**config.mk**
```make
export PLATFORM = sky130hd
export DESIGN_NAME = updown_counter_driver
export DESIGN_NICKNAME = d
export VERILOG_FILES = /design/src/rtl/updown_drv_pkg.sv /design/src/rtl/updown_counter_driver_checker.sv /design/src/rtl/updown_counter_driver.sv
export SDC_FILE = /design/constraint.sdc
export NUM_CORES = 1
export LEC_CHECK = 0
export CORE_MARGIN = 1.5
export CORE_UTILIZATION = 48
export CTS_CLUSTER_DIAMETER = 100
export DETAILED_ROUTE_END_ITERATION = 6
export GPL_TIMING_DRIVEN = 0
export PLACE_DENSITY_LB_ADDON = 0.05
export SYNTH_ARGS = -nofsm -noshare
export SYNTH_HDL_FRONTEND = slang
export SYNTH_SLANG_ARGS = --single-unit
```
**constraint.sdc**
```tcl
create_clock -name CLK -period 3.46 [get_ports CLK]
set_input_delay 0.346 -clock CLK [delete_from_list [all_inputs] [get_ports CLK]]
set_output_delay 0.346 -clock CLK [all_outputs]
set_load 0.1 [all_outputs]
```
**src/rtl/updown_drv_pkg.sv**
```systemverilog
// Shared state/command types and stepping helpers for the up/down counter driver.
package updown_drv_pkg;

   localparam int unsigned CNT_MAX = 31;

   typedef enum logic [2:0] {
      S_IDLE,
      S_LOAD,
      S_UP,
      S_DOWN,
      S_DONE
   } state_t;

   typedef enum logic [1:0] {
      CMD_NONE,
      CMD_LOAD,
      CMD_UP,
      CMD_DOWN
   } cmd_t;

   function automatic logic cfg_legal(input int unsigned sv, input int unsigned lo,
                                      input int unsigned hi);
      return (lo < hi) && (sv >= lo) && (sv <= hi);
   endfunction

   // Next command given the state that issued the current one and the shadow value it produced.
   function automatic cmd_t next_cmd(input state_t st, input int unsigned sh,
                                     input int unsigned lo, input int unsigned hi,
                                     input logic last);
      cmd_t c;
      c = CMD_NONE;
      case (st)
         S_LOAD: begin
            if (sh < hi) c = CMD_UP;
            else         c = CMD_DOWN;
         end
         S_UP: begin
            if (sh >= hi) c = CMD_DOWN;
            else          c = CMD_UP;
         end
         S_DOWN: begin
            if (sh <= lo) begin
               if (last) c = CMD_NONE;
               else      c = CMD_UP;
            end else begin
               c = CMD_DOWN;
            end
         end
         default: c = CMD_NONE;
      endcase
      return c;
   endfunction

endpackage

```
**src/rtl/updown_counter_driver_checker.sv**
```systemverilog
// Shadow of the counter value plus one-cycle-delayed comparison against the returned count.
module updown_shadow_checker
   import updown_drv_pkg::*;
#(
   parameter int unsigned WIDTH = 5
) (
   input  logic             clk,
   input  logic             rst_n,
   input  cmd_t             cmd,
   input  logic [WIDTH-1:0] load_val,
   input  logic             arm_set,
   input  logic             arm_clr,
   input  logic             err_clr,
   input  logic [WIDTH-1:0] counter_in,
   output logic [WIDTH-1:0] shadow,
   output logic             cmp_err
);

   logic [WIDTH-1:0] shadow_d;
   logic             armed;

   always_ff @(posedge clk or negedge rst_n) begin
      if (!rst_n) begin
         shadow   <= '0;
         shadow_d <= '0;
         armed    <= 1'b0;
         cmp_err  <= 1'b0;
      end else begin
         case (cmd)
            CMD_LOAD: shadow <= load_val;
            CMD_UP:   shadow <= shadow + 1'b1;
            CMD_DOWN: shadow <= shadow - 1'b1;
            default:  shadow <= shadow;
         endcase
         // The counter applies a command one edge after it is issued, so compare against the lagged shadow.
         shadow_d <= shadow;
         if (arm_clr)      armed <= 1'b0;
         else if (arm_set) armed <= 1'b1;
         if (err_clr)                              cmp_err <= 1'b0;
         else if (armed && (counter_in != shadow_d)) cmp_err <= 1'b1;
      end
   end

endmodule

```
**src/rtl/updown_counter_driver.sv**
```systemverilog
// Drives a load/up/down counter through triangle sweeps between latched limits and checks its count.
module updown_counter_driver
   import updown_drv_pkg::*;
#(
   parameter int unsigned WIDTH   = $clog2(CNT_MAX + 1),
   parameter int unsigned SWEEP_W = 8
) (
   input  logic               CLK,
   input  logic               RST_n,
   input  logic               start,
   input  logic [WIDTH-1:0]   start_val,
   input  logic [WIDTH-1:0]   lo_lim,
   input  logic [WIDTH-1:0]   hi_lim,
   input  logic [SWEEP_W-1:0] n_sweeps,
   input  logic               abort,
   input  logic [WIDTH-1:0]   counter_in,
   output logic [WIDTH-1:0]   IN,
   output logic               Load,
   output logic               Up,
   output logic               Down,
   output logic               busy,
   output logic               done,
   output logic               cfg_err,
   output logic               cmp_err,
   output logic [SWEEP_W-1:0] sweep_cnt
);

   state_t             state;
   logic [WIDTH-1:0]   lo_q;
   logic [WIDTH-1:0]   hi_q;
   logic [SWEEP_W-1:0] n_q;
   logic [WIDTH-1:0]   shadow;
   logic               accept;
   logic               legal;
   logic               last_sweep;
   logic               sweep_end;
   cmd_t               issue;

   assign accept     = (state == S_IDLE) && start && !abort;
   assign legal      = cfg_legal(32'(start_val), 32'(lo_lim), 32'(hi_lim));
   assign last_sweep = (n_q != '0) && ((sweep_cnt + SWEEP_W'(1)) == n_q);
   assign sweep_end  = (state == S_DOWN) && (shadow == lo_q) && !abort;

   // Command issued at the coming edge; shared by the FSM and the shadow so both stay in lockstep.
   always_comb begin
      issue = CMD_NONE;
      if (accept) begin
         if (legal) issue = CMD_LOAD;
      end else if (!abort) begin
         issue = next_cmd(state, 32'(shadow), 32'(lo_q), 32'(hi_q), last_sweep);
      end
   end

   always_ff @(posedge CLK or negedge RST_n) begin
      if (!RST_n) begin
         state     <= S_IDLE;
         IN        <= '0;
         Load      <= 1'b0;
         Up        <= 1'b0;
         Down      <= 1'b0;
         busy      <= 1'b0;
         done      <= 1'b0;
         cfg_err   <= 1'b0;
         sweep_cnt <= '0;
         lo_q      <= '0;
         hi_q      <= '0;
         n_q       <= '0;
      end else begin
         Load <= (issue == CMD_LOAD);
         Up   <= (issue == CMD_UP);
         Down <= (issue == CMD_DOWN);
         done <= 1'b0;
         case (state)
            S_IDLE: begin
               if (accept) begin
                  lo_q      <= lo_lim;
                  hi_q      <= hi_lim;
                  n_q       <= n_sweeps;
                  sweep_cnt <= '0;
                  busy      <= 1'b1;
                  if (legal) begin
                     state   <= S_LOAD;
                     IN      <= start_val;
                     cfg_err <= 1'b0;
                  end else begin
                     state   <= S_DONE;
                     done    <= 1'b1;
                     cfg_err <= 1'b1;
                  end
               end
            end
            S_LOAD, S_UP, S_DOWN: begin
               if (sweep_end && (sweep_cnt != '1)) sweep_cnt <= sweep_cnt + 1'b1;
               case (issue)
                  CMD_UP:   state <= S_UP;
                  CMD_DOWN: state <= S_DOWN;
                  default: begin
                     state <= S_DONE;
                     done  <= 1'b1;
                  end
               endcase
            end
            S_DONE: begin
               state <= S_IDLE;
               busy  <= 1'b0;
               IN    <= '0;
            end
            default: state <= S_IDLE;
         endcase
      end
   end

   updown_shadow_checker #(
      .WIDTH(WIDTH)
   ) u_checker (
      .clk       (CLK),
      .rst_n     (RST_n),
      .cmd       (issue),
      .load_val  (start_val),
      .arm_set   (state == S_LOAD),
      .arm_clr   (state == S_DONE),
      .err_clr   (accept),
      .counter_in(counter_in),
      .shadow    (shadow),
      .cmp_err   (cmp_err)
   );

endmodule
```
==> metrics.yaml <==
status: "completed"
grt_setup_unrepaired: "false"
synth_seq_cells: 52
cts-root-buf: "clkbuf_8"
leakagePower_nw: 1.739
synth_fp_nets: 361
cts_tree: "done"
slew_viol_final: 0
vias_per_cell: 5.602
netlist.area_leader.share: 0.4278
core_um2: 6026
finalHoldViolations: 0
die_w_um: 82.61
crit_path_top_delay_cell: "dfrtp_1"
switchingPower_mw: 1.279
synth_area_um2: 3042
setup_viol: 0
syn2layout_area_growth_pct: 26.08
nets: 423
ff2ff_path_depth: 12
place_hpwl_um: 5150
num_antenna_cells: 0
p_seq_frac: 0.347
synth_edf_count: 0
grt.total_usage: 0.2157
clk_latency_ps: 310
ir_worst_vdd_mv: 0.5839
reg2reg_from: "u_checker.shadow[4]"
startpoint_type: "register"
wl_per_cell_um: 15.46
cpMostUsedCell: "ha_1"
critPathTopFamily: "compound AO/OA/AOI/OAI gates"
holdWs_ps: 27.52
required_ps: 3660
synth_area_leader_cell: "dfrtp_1"
cts_made_buffers: 5
timing.max_cap.violations: 0
cp.arrival_ps: 3480
antenna_found_initial: 0
p_int_mw: 1.629
timing.setup.tns_ps: 0
clockPowerShare: 0.168
gp_congestion: 0.8455
finClkSkew_ps: 7.545
clock.fmax_mhz: 304.7
p_per_area_nw_per_um2: 758.3
io_pins: 52
synth_area_per_cell_um2: 10.14
fin_crit_ps: 3282
cp.buffers_inverters: 0
yosys-top-cells-area: "dfrtp_1 (43%), ha_1 (12%), mux2_2 (4.1%)"
cp_slowest_stage_delay_ps: 460
synthTopCellsByCount: "dfrtp_1 (52), nand2_1 (30), ha_1 (28)"
crit_fanout: 6
antenna_left: 0
grt_pass1_vias: 2298
total_power_mw: 2.908
placementRows: 28
slew-limit-headroom: 0.3482
drc: 0
synthMostInstantiatedCell: "dfrtp_1"
clk_path_buf_depth: 2
ff2ff_setup_slack_ps: 180
clock-sinks: 52
grt_max_degree: 29
ys_seq_area_frac: 0.4278
cts.clk_slew.worst_paths_ps: 100
htree_levels: 2
netlist_instances: 300
grt.overflow.total: 0
end_kind: "register"
synth-main-ff-cell: "dfrtp_1"
synth-async-reset-ratio: 1.000
hold_buffers: 0
via_count: 2448
first_iter_violations: 134
nFillCells: 537
path_class: "register to register"
worst_hold_path_type: "input pin to async pin"
grt_pass1_wl_um: 10930
start_util: 0.5048
die_area_um2: 6824
switching_share: 0.4398
tightest_slew_ps: 974.6
drtPass1Iterations: 4
io_buffers: 51
die_h_um: 82.61
min_period_over_period: 0.9485
r2r-end: "u_checker.shadow[4]"
ys_types: 53
drive_above_1_share: 0.09116
worstPathCellList: "ha_1 -> and3_1 -> a31oi_1 -> o2111ai_1 -> nand2_1 -> a311oi_4 -> ha_1 -> a21o_1 -> a21oi_1 -> xor2_1 -> mux2_2 -> a221o_1"
ys_warn_count: 0
drt_wl_total_um: 6758
p_comb_frac: 0.485
==> state kept, by name, summed over array words and instances, names as in the netlist, 3 cells and up <==
register	flops
n_q	8
sweep_cnt	8
IN	5
lo_q	5
state	3
u_checker.shadow	5
hi_q	5
u_checker.shadow_d	5
==> cells by family (layout without fill, tap and decap cells) <==
group / Yosys count / count (layout) / synth area share
DFF: 52 / 52 / 0.4278
xor gates and xnor gates: 20 / 20 / 0.05759
adders and majority gates: 29 / 29 / 0.1218
buffers and inverters: 34 / 96 / 0.04319
and+or+nand+nor: 75 / 75 / 0.1259
AOI/OAI and AO/OA: 78 / 78 / 0.1798
muxes: 12 / 12 / 0.04402
==> area by class of cell <==
class | count | area [um^2] | share of cell area
multi-input combinational | 214 | 1632 | 0.4254
buffer | 8 | 31.28 | 0.008157
timing repair buffer | 55 | 548.0 | 0.1429
clock inverter | 2 | 60.06 | 0.01566
tap | 75 | 93.84 | 0.02447
clock buffer | 5 | 68.82 | 0.01794
sequential | 52 | 1301 | 0.3393
inverter | 26 | 100.1 | 0.02610
==> metrics by stage <==
step	setup slack, ps	cells	area (um^2)	util
detailed placement	-228.8	427	3661	0.6076
global route	13.76	437	3835	0.6364
finish	178.0	437	3835	0.6364
global placement	-210.1	426	3646	0.6051
floorplan	229.6	300	3042	-
CTS	33.60	434	3796	0.6300
==> how the worst max path moves through the flow <==
stage | from | endpoint | slack (ps) | depth (start not counted)
2_1_floorplan | u_checker.shadow[4] | u_checker.shadow[4] | 230 | 12
3_3_place_gp | start_val[3] | u_checker.shadow[4] | -210 | 10
3_5_place_dp | start_val[3] | u_checker.shadow[4] | -230 | 10
4_1_cts | u_checker.shadow[4] | u_checker.shadow[4] | 30 | 12
5_1_grt | u_checker.shadow[3] | u_checker.shadow[4] | 10 | 11
6_report | u_checker.shadow[4] | u_checker.shadow[4] | 180 | 12
==> routing by layer <==
metal / part of all wire / track usage / up-vias
met1: 0.49 / 0.3022 / 1159
li1: - / - / 1193
met3: 0.052 / 0.04066 / 19
met2: 0.44 / 0.3390 / 77
met4: 0.017 / 0.06333 / 0
met5: 0 / 0 / -
==> timing repair <==
action | in CTS | in global routing
buffers inserted | 0 | 3
resized for setup | 1 | 2
endpoints found under the setup margin | 1 | 1
pin swaps | 0 | 2
==> worst register-to-register path, cell delays in order, from the launching register on <==
cell,delay [ps]
dfrtp_1,460
ha_1,340
and3_1,170
a31oi_1,90
o2111ai_1,190
nand2_1,120
a311oi_4,330
ha_1,340
a21o_1,180
a21oi_1,280
xor2_1,110
mux2_2,280
a221o_1,290
==> power groups by stage <==
| stage | clock, mW | sequential (mW) | combinational (mW) |
|---|---|---|---|
| after floorplan | 0 | 1.35 | 0.674 |
| after global placement | 0 | 1.02 | 1.33 |
| after detailed placement | 0 | 1.02 | 1.37 |
| after CTS | 0.495 | 1.01 | 1.39 |
| after global routing | 0.514 | 1.05 | 1.55 |
| final | 0.487 | 1.01 | 1.41 |
==> cell usage in the layout (no fill, tap or decap), drive strengths merged, types with 3 or more instances in the layout <==
cell,n
a21o,5
a21oi,11
a22oi,3
a31oi,5
buf,6
clkbuf,12
clkdlybuf4s50,50
dfrtp,52
ha,28
inv,25
mux2,11
nand2,30
nand2b,3
nand3,12
nand3b,3
nor2,9
nor2b,4
o21ai,26
o31ai,6
o32ai,3
o41ai,4
or2,3
xnor2,11
xor2,9
(Power assumes the default switching activity.)
